===== config.mk =====
export PLATFORM = sky130hd
export DESIGN_NAME = alu_issue_ctrl
export DESIGN_NICKNAME = d
export VERILOG_FILES = /design/src/rtl/alu_issue_ctrl.sv
export SDC_FILE = /design/constraint.sdc
export NUM_CORES = 1
export LEC_CHECK = 0
export CAP_MARGIN = 20
export CELL_PAD_IN_SITES_DETAIL_PLACEMENT = 1
export CELL_PAD_IN_SITES_GLOBAL_PLACEMENT = 2
export CORE_UTILIZATION = 21
export DETAILED_ROUTE_END_ITERATION = 16
export GPL_TIMING_DRIVEN = 1
export MAX_ROUTING_LAYER = met4
export PLACE_DENSITY_LB_ADDON = 0.2
export SLEW_MARGIN = 10
export SYNTH_ARGS = -nofsm -noshare
export SYNTH_HDL_FRONTEND = slang
export SYNTH_SLANG_ARGS = --single-unit

===== constraint.sdc =====
create_clock -name clk -period 1.4 [get_ports clk]
set_input_delay 0.21 -clock clk [delete_from_list [all_inputs] [get_ports clk]]
set_output_delay 0.21 -clock clk [all_outputs]
set_load 0.02 [all_outputs]

===== src/rtl/alu_issue_ctrl.sv =====
// Two-stage issue/result front end for a 32-bit combinational ALU: S1 holds decoded operands, S2 the captured result.
// Build option: define ALU_ILLEGAL_TRAP_EN to carry illegal instructions down the pipe flagged on resIllegal.
module alu_issue_ctrl #(
    parameter int XLEN = 32,
    parameter int RD_W = 5
) (
    input  logic            clk,
    input  logic            rstN,
    input  logic            instValid,
    output logic            instReady,
    input  logic [31:0]     inst,
    input  logic [XLEN-1:0] rs1Data,
    input  logic [XLEN-1:0] rs2Data,
    output logic [XLEN-1:0] opA,
    output logic [XLEN-1:0] opB,
    output logic [3:0]      aluOutSel,
    input  logic [XLEN-1:0] aluOut,
    output logic            resValid,
    input  logic            resReady,
    output logic [XLEN-1:0] resData,
    output logic [RD_W-1:0] resRd,
    output logic            resIllegal
);

    localparam logic [6:0] OPC_OP     = 7'b0110011;
    localparam logic [6:0] OPC_OP_IMM = 7'b0010011;
    localparam logic [6:0] F7_BASE    = 7'b0000000;
    localparam logic [6:0] F7_ALT     = 7'b0100000;

    localparam logic [3:0] SEL_ADD  = 4'b0000;
    localparam logic [3:0] SEL_SUB  = 4'b0001;
    localparam logic [3:0] SEL_XOR  = 4'b0010;
    localparam logic [3:0] SEL_OR   = 4'b0011;
    localparam logic [3:0] SEL_AND  = 4'b0100;
    localparam logic [3:0] SEL_SLT  = 4'b0101;
    localparam logic [3:0] SEL_SLTU = 4'b0110;
    localparam logic [3:0] SEL_SLL  = 4'b0111;
    localparam logic [3:0] SEL_SRL  = 4'b1000;
    localparam logic [3:0] SEL_SRA  = 4'b1001;

    // Both ports use valid/ready: a beat transfers on the rising edge where valid and ready
    // are both high; a producer holding valid keeps its payload stable until that edge.

    logic            s1_valid_q, s1_valid_d;
    logic [XLEN-1:0] op_a_q, op_a_d;
    logic [XLEN-1:0] op_b_q, op_b_d;
    logic [3:0]      alu_sel_q, alu_sel_d;
    logic [RD_W-1:0] s1_rd_q, s1_rd_d;
    logic            s1_ill_q, s1_ill_d;

    logic            res_valid_q, res_valid_d;
    logic [XLEN-1:0] res_data_q, res_data_d;
    logic [RD_W-1:0] res_rd_q, res_rd_d;
    logic            res_ill_q, res_ill_d;

    logic            s2_adv;
    logic            in_fire;
    logic            s2_load;

    logic [6:0]      opcode;
    logic [2:0]      funct3;
    logic [6:0]      funct7;
    logic [XLEN-1:0] imm_sext;
    logic [XLEN-1:0] dec_a;
    logic [XLEN-1:0] dec_b;
    logic [3:0]      dec_sel;
    logic            dec_ill;
    logic            dec_shift;

    // The rs1 index field is resolved by the register file upstream.
    logic            unused_rs1_idx;
    assign unused_rs1_idx = ^inst[19:15];

    assign opcode   = inst[6:0];
    assign funct3   = inst[14:12];
    assign funct7   = inst[31:25];
    assign imm_sext = {{(XLEN-12){inst[31]}}, inst[31:20]};

    assign s2_adv    = !res_valid_q || resReady;
    assign instReady = !s1_valid_q || s2_adv;
    assign in_fire   = instValid && instReady;
    assign s2_load   = s1_valid_q && s2_adv;

    always_comb begin
        dec_a     = rs1Data;
        dec_b     = rs2Data;
        dec_sel   = SEL_ADD;
        dec_ill   = 1'b0;
        dec_shift = 1'b0;
        case (opcode)
            OPC_OP: begin
                case (funct3)
                    3'b000:  dec_sel = funct7[5] ? SEL_SUB : SEL_ADD;
                    3'b001:  dec_sel = SEL_SLL;
                    3'b010:  dec_sel = SEL_SLT;
                    3'b011:  dec_sel = SEL_SLTU;
                    3'b100:  dec_sel = SEL_XOR;
                    3'b101:  dec_sel = funct7[5] ? SEL_SRA : SEL_SRL;
                    3'b110:  dec_sel = SEL_OR;
                    default: dec_sel = SEL_AND;
                endcase
                dec_shift = (funct3 == 3'b001) || (funct3 == 3'b101);
                if (!((funct7 == F7_BASE) ||
                      ((funct7 == F7_ALT) && ((funct3 == 3'b000) || (funct3 == 3'b101))))) begin
                    dec_ill = 1'b1;
                end
            end
            OPC_OP_IMM: begin
                dec_b = imm_sext;
                case (funct3)
                    3'b000: dec_sel = SEL_ADD;
                    3'b001: begin
                        dec_sel = SEL_SLL;
                        dec_ill = (funct7 != F7_BASE);
                    end
                    3'b010: dec_sel = SEL_SLT;
                    3'b011: dec_sel = SEL_SLTU;
                    3'b100: dec_sel = SEL_XOR;
                    3'b101: begin
                        dec_sel = inst[30] ? SEL_SRA : SEL_SRL;
                        dec_ill = !((funct7 == F7_BASE) || (funct7 == F7_ALT));
                    end
                    3'b110:  dec_sel = SEL_OR;
                    default: dec_sel = SEL_AND;
                endcase
                dec_shift = (funct3 == 3'b001) || (funct3 == 3'b101);
            end
            default: dec_ill = 1'b1;
        endcase

        // Shift counts are confined to 0..31 whatever the upper operand bits hold.
        if (dec_shift) begin
            dec_b = {{(XLEN-5){1'b0}}, dec_b[4:0]};
        end

        if (dec_ill) begin
            dec_sel = SEL_ADD;
            dec_b   = '0;
`ifdef ALU_ILLEGAL_TRAP_EN
            dec_a   = '0;
`else
            dec_a   = rs1Data;
`endif
        end
    end

    always_comb begin
        s1_valid_d = s1_valid_q;
        op_a_d     = op_a_q;
        op_b_d     = op_b_q;
        alu_sel_d  = alu_sel_q;
        s1_rd_d    = s1_rd_q;
        s1_ill_d   = s1_ill_q;
        if (in_fire) begin
            s1_valid_d = 1'b1;
            op_a_d     = dec_a;
            op_b_d     = dec_b;
            alu_sel_d  = dec_sel;
            s1_rd_d    = inst[7 +: RD_W];
`ifdef ALU_ILLEGAL_TRAP_EN
            s1_ill_d   = dec_ill;
`else
            s1_ill_d   = 1'b0;
`endif
        end else if (s2_adv) begin
            s1_valid_d = 1'b0;
        end
    end

    always_comb begin
        res_valid_d = s2_adv ? s1_valid_q : res_valid_q;
        res_data_d  = res_data_q;
        res_rd_d    = res_rd_q;
        res_ill_d   = res_ill_q;
        if (s2_load) begin
            res_data_d = aluOut;
            res_rd_d   = s1_rd_q;
            res_ill_d  = s1_ill_q;
        end
    end

    always_ff @(posedge clk or negedge rstN) begin
        if (!rstN) begin
            s1_valid_q  <= 1'b0;
            op_a_q      <= '0;
            op_b_q      <= '0;
            alu_sel_q   <= SEL_ADD;
            s1_rd_q     <= '0;
            s1_ill_q    <= 1'b0;
            res_valid_q <= 1'b0;
            res_data_q  <= '0;
            res_rd_q    <= '0;
            res_ill_q   <= 1'b0;
        end else begin
            s1_valid_q  <= s1_valid_d;
            op_a_q      <= op_a_d;
            op_b_q      <= op_b_d;
            alu_sel_q   <= alu_sel_d;
            s1_rd_q     <= s1_rd_d;
            s1_ill_q    <= s1_ill_d;
            res_valid_q <= res_valid_d;
            res_data_q  <= res_data_d;
            res_rd_q    <= res_rd_d;
            res_ill_q   <= res_ill_d;
        end
    end

    assign opA        = op_a_q;
    assign opB        = op_b_q;
    assign aluOutSel  = alu_sel_q;
    assign resValid   = res_valid_q;
    assign resData    = res_data_q;
    assign resRd      = res_rd_q;
    assign resIllegal = res_ill_q;

endmodule


==> reports/qor.yml, run 1 <==
h-tree-depth: 3
cts_buffers: 9
numPortBuffers: 233
avgSynthCellArea_um2: 13.23
clk_path_buf_depth: 2
clk_latency_ps: 340
synth.distinct_cells: 32
internal-power_mw: 6.382
dp_slack_ps: -740.4
cts_tree: "built"
wl_mm: 14.95
fmax_mhz: 660.5
postRouteAntennaNets: 0
grt_pass1_wl_mm: 23.68
die_w_um: 148.8
cts.reportedPaths.clkPinSlew_ps: 70
total_leakage_power_nw: 3.787
synth_edf_count: 0
drv_cap: 0
violations: "setup timing"
grt_max_degree: 58
comb_power_share_pct: 24.9
first_global_vias: 4296
die_y_um: 148.8
diodes: 0
finalCritPeriodShare_pct: 108.1
globalplace.congestion: 0.7416
dp_hpwl_mm: 10.61
cts_root_buffer: "clkbuf_16"
fp-row-count: 53
setup_viol: 49
rsz0062_at_grt: "true"
yosysSeqAreaShare_pct: 61.96
die_area_mm2: 0.02213
start_util_pct: 21.45
synth-seq-cells: 112
end_kind: "flop"
track_usage_pct: 14.41
max_stage_delay_ps: 430
netSwitchingFraction_pct: 27.64
synthesis.area_mm2: 0.004523
p_sw_mw: 2.437
layout_min_cycle_time_ps: 1514
drc: 0
crit_fanout: 7
hold_class: "in -> async"
dr.pass1.iters: 3
area_growth_pct: 80.66
ys_async_sr_fraction_pct: 100.0
final_layout_size_suffix_gt1_share_pct: 32.53
core_area_mm2: 0.02109
gr-total-overflow: 0
setup_ws_ps: -114.1
power_mw: 8.820
nets: 751
finalHoldViolCount: 0
vias: 3769
power_frac_clock_pct: 32.6
postSynthCellCount: 342
worstSetupStartpointType: "input port"
drtIter0Drc: 59
antenna_found_initial: 0
cts_sinks: 112
critPathSlowestCell: "clkdlybuf4s50_1"
powerDensity_mw_per_mm2: 1079
vias_per_cell: 4.192
synth_nets: 474
irDropWorstVdd_v: 0.0004321
fin_skew_ps: 8.467
crit_chain: "clkdlybuf4s50_1, nand3b_1, buf_4, nand2_8, bufbuf_16, mux2_2"
wl_per_cell_um: 16.63
synth_warnings: 0
ios: 240
ys.flop_type: "dfrtp_1"
criticalPathCategory: "in -> reg"
seq_power_share_pct: 42.5
slew_violations: 0
cp.required_ps: 1630
outcome: "finished with violations"
worstPathArrival_ps: 1750
per-stage QoR:
step / setup TNS [ps] / hold slack, ps / cells / cell area (um^2) / utilization [%]
after floorplan: -12740 / -85.59 / 342 / 4612 / -
after global placement: -42150 / 36.80 / 868 / 7541 / 35.76
after detailed placement: -44400 / 35.15 / 868 / 7541 / 35.76
after CTS: -6398 / 196.4 / 901 / 8184 / 38.81
after global routing: -8956 / 240.5 / 899 / 8172 / 38.75
final: -3455 / 233.0 / 899 / 8172 / 38.75
Yosys cell counts, types with 2 or more instances:
master    count  share of area [%]
clkbuf_1     12                1.0
o21ai_1      16                1.8
nand2_1      41                3.4
o211ai_1      2               0.33
a21oi_1      21                2.3
buf_2         6               0.66
dfrtp_1     112                 62
mux2i_1      11                2.4
nor2b_1       2               0.28
inv_1         4               0.33
nand3b_1      2               0.33
nand2b_1      2               0.28
mux2_2       74                 18
o21ai_0      19                2.1
metal layers:
metal / global-route usage (%) / share of wire (%)
met5: - / 0
met4: 4.796 / 1.6
met3: 3.456 / 7.3
met2: 23.43 / 48
met1: 17.52 / 43
timing repair:
item | in CTS | in global routing
pin swaps | 18 | 12
hold buffers | 1 | 0
setup endpoints to repair | 177 | 111
gates cloned | 6 | 1
gates resized for setup | 182 | 19
buffers inserted | 11 | 2
hold endpoints to repair | 112 | 0
final timing paths:
path                               start          to  slack (ps)  depth (start not counted)
worst max register to register  resValid  s1_rd_q[2]        -100                          5
worst max-delay path            resReady      opA[2]        -110                          6
max in group asynchronous           rstN    resValid         620                          3
worst min-delay path                rstN  resData[7]         230                          2
worst min register to register    opB[6]      opB[6]         480                          2
min in group clk                inst[28]      opB[8]         280                          3
critical path, delay by kind of cell:
kind / cells / cell delay, ps
AND/OR/NAND/NOR: 2 / 320
multiplexers: 1 / 320
buffers and inverters: 3 / 890
kinds of logic after synthesis:
group | count (synthesis) | synth area share [%]
buf+inv | 23 | 2.158
flops | 112 | 61.96
mux | 85 | 20.86
other cells | 1 | 0.08291
xor+xnor | 1 | 0.1937
compound gates | 61 | 7.690
fa+ha+maj | 1 | 0.2213
simple gates | 58 | 6.833
cell type report:
class,instances,area (um^2)
Fill cell,2253,12920
Sequential cell,112,2804
Timing Repair Buffer,285,2783
Multi-Input combinational cell,207,1894
Tap cell,275,344.1
Clock buffer,11,242.7
Clock inverter,5,88.84
Inverter,4,15.01
power groups by stage:
stage	Sequential (mW)	Clock [mW]	Combinational [mW]
final	3.75	2.88	2.19
after global routing	3.81	3.09	2.35
after CTS	3.76	3.00	2.19
after detailed placement	3.84	0	2.36
after global placement	3.81	0	2.34
after floorplan	4.25	0	0.562
flip-flops by register name (all words and copies together) (netlist names):
| name | cells |
|---|---|
| opA | 32 |
| opB | 32 |
| resData | 32 |
| resRd | 5 |
| s1_rd_q | 5 |
| aluOutSel | 4 |
| resValid | 1 |
| s1_valid_q | 1 |
cells in the final DEF (no fill, tap or decap), types with 6 or more instances in the layout:
| cell | netlist | routed |
|---|---|---|
| clkdlybuf4s50_1 | 0 | 115 |
| dlygate4sd2_1 | 0 | 114 |
| dfrtp_1 | 112 | 111 |
| mux2_2 | 74 | 68 |
| nand2_1 | 41 | 39 |
| buf_4 | 1 | 34 |
| o21ai_2 | 1 | 33 |
| a21oi_1 | 21 | 16 |
| clkbuf_16 | 0 | 10 |
| buf_6 | 0 | 8 |
| buf_12 | 0 | 7 |
| mux2_4 | 0 | 6 |
Note: power is estimated with default switching activity, not from simulation.
==> run 2: changes to the inputs <==
Settings changed: ABC_AREA from default to 1, CORE_MARGIN from default to 1, CORE_UTILIZATION 21 to 20.
==> run 2 against run 1 <==
The flow now finishes without violations. Maximum frequency grew 13%. Final cell count grew 34%. Sequential power grew 4%. First-iteration DRC count grew to 2.7 times the previous value. Largest cell class unchanged. Largest power group unchanged.
==> reports/qor.yml, run 2 <==
rsz0062_at_grt: "true"
worstPathArrival_ps: 1130
clk_path_buf_depth: 2
postRouteAntennaNets: 0
gr-total-overflow: 0
final_cell_mix: "292 x nand2_1, 122 x dlygate4sd2_1, 112 x dfrtp_1, 109 x clkdlybuf4s50_1, 50 x nor2_1"
place_area_mm2: 0.007918
cts_tree: "built"
fin_util_pct: 34.59
cts.reportedPaths.clkPinSlew_ps: 80
vias_per_cell: 3.947
crit_fanout: 3
fp-row-count: 57
area_growth_pct: 68.65
multi_input_area_mm2: 0.001978
fmax_mhz: 748.5
numPortBuffers: 233
start_util_pct: 20.51
synthTopCellsByArea: "dfrtp_1 56%, nand2_1 23%, mux2_2 7.2%"
h-tree-depth: 3
grt_max_degree: 83
synth_top_area_share_pct: 55.86
cts_buffers: 9
layout_min_cycle_time_ps: 1336
cts_sinks: 112
wl_mm: 17.73
die_y_um: 160.4
powerDensity_mw_per_mm2: 1099
wl_per_cell_um: 14.71
synth.most_common_cell: "nand2_1"
tns_ps: 0
synth_top_family_by_area: "simple AND/OR/NAND/NOR gates"
final_layout_size_suffix_gt1_share_pct: 15.23
synth_area_leader_cell: "dfrtp_1"
slew_violations: 0
final_cells: 1205
grt_pass1_wl_mm: 28.27
hold_class: "in -> reg"
core_area_mm2: 0.02446
fillCellCount: 2895
synthesis.area_mm2: 0.005017
nets: 1007
criticalPathCategory: "reg -> out"
placedCellCount: 1167
die_area_mm2: 0.02572
synth_edf_count: 0
synth-seq-cells: 112
irDropWorstVdd_v: 0.0005396
vias: 4756
ios: 240
ys.flop_type: "dfrtp_1"
dp_hpwl_mm: 12.78
postSynthCellCount: 604
ys_async_sr_fraction_pct: 100.0
synth.distinct_cells: 21
worstSetupStartpointType: "flop"
die_w_um: 160.4
regArea_mm2: 0.002803
clk_latency_ps: 350
antenna_found_initial: 1
drv_cap: 0
globalplace.congestion: 0.7674
setup_viol: 0
fin_skew_ps: 4.896
drtIter0Drc: 157
cp.required_ps: 1190
synth_compound_area_share_pct: 1.895
yosysSeqAreaShare_pct: 55.86
synth_commonest_cells: "303 x nand2_1, 112 x dfrtp_1, 53 x nor2_1"
end_kind: "output port"
final_area_mm2: 0.008462
synth_adder_area_share_pct: 0
synth_nets: 736
yosys.area_share.simple_pct: 28.40
cts_root_buffer: "clkbuf_16"
hold_slack_ps: 391.7
avgSynthCellArea_um2: 8.307
synth_xor_area_share_pct: 0
final_common_cell: "nand2_1"
dr.pass1.iters: 4
finalCritPeriodShare_pct: 95.43
synth_warnings: 0
first_global_vias: 5043
synthMuxAreaShare_pct: 7.182
outcome: "finished clean"
total_leakage_power_nw: 4.525
track_usage_pct: 14.54
finalHoldViolCount: 0
drc: 0
==> run 2: cell types whose count changed in the layout (fill, tap and decap cells not counted), sizes merged, moves of 3 or more <==
cell           before  now
a21oi              21    4
mux2               74   32
nand2              41  306
dlygate4sd2       114  122
buf                50   55
nor2                0   59
inv                 5   46
o21ai              36   15
bufbuf              3    0
mux2i              11    0
clkdlybuf4s50     115  109
==> run 2: final cells by class <==
type | count | area share (%)
Clock buffer | 10 | 2.706
Inverter | 44 | 2.041
Antenna cell | 1 | 0.02957
Clock inverter | 6 | 0.9168
Multi-Input combinational cell | 420 | 23.38
Sequential cell | 112 | 33.12
Timing Repair Buffer | 288 | 33.02
Tap cell | 324 | 4.791
==> run 2: path summary, 6_finish.rpt <==
path	slack, ps	from	to	cells after the start
max in group asynchronous	560	rstN	opB[9]	3
min in group asynchronous	430	rstN	opA[3]	3
setup / recovery	60	resValid	instReady	3
hold / removal	390	rs1Data[8]	opA[8]	3
setup reg to reg	80	resValid	resData[8]	4
hold reg to reg	480	opA[3]	opA[3]	2
==> run 2: power breakdown <==
group	leakage, nW	switching, mW	internal (mW)
sequential	1.41	0.217	3.69
clock	0.147	1.29	1.42
combinational	2.97	1.43	1.24
==> run 2: what timing repair did <==
action	4_1_cts	5_1_grt
buffers inserted	14	2
endpoints found under the setup margin	143	34
pin swaps	21	2
hold buffers	1	0
gates cloned	4	1
resized for setup	149	10
hold endpoints to repair	112	0
==> run 2: metal layers <==
layer  vias to the layer above  wire length [um]  track usage, %
li1                       2358                 -               -
met1                      2239              8591           19.57
met2                       152              8095           22.31
met3                         7               898           3.228
met4                         0               144           2.987
met5                         -                 0               -
==> run 2: kinds of logic after synthesis <==
group / Yosys count
DFF: 112
and+or+nand+nor: 367
AOI/OAI and AO/OA: 19
other: 1
muxes: 32
buffers and inverters: 73
==> run 2: stage by stage <==
step / setup WS, ps / power [mW]
2_1_floorplan: -12.82 / 5.271
3_3_place_gp: -561.2 / 6.911
3_5_place_dp: -627.7 / 6.978
4_1_cts: 0.8994 / 9.465
5_1_grt: -7.434 / 9.838
6_report: 63.99 / 9.297
==> run 2: critical path, cell delays in order (launching register included) <==
cell	delay, ps
dfrtp_1	390
nand3_2	130
buf_6	140
buf_6	120
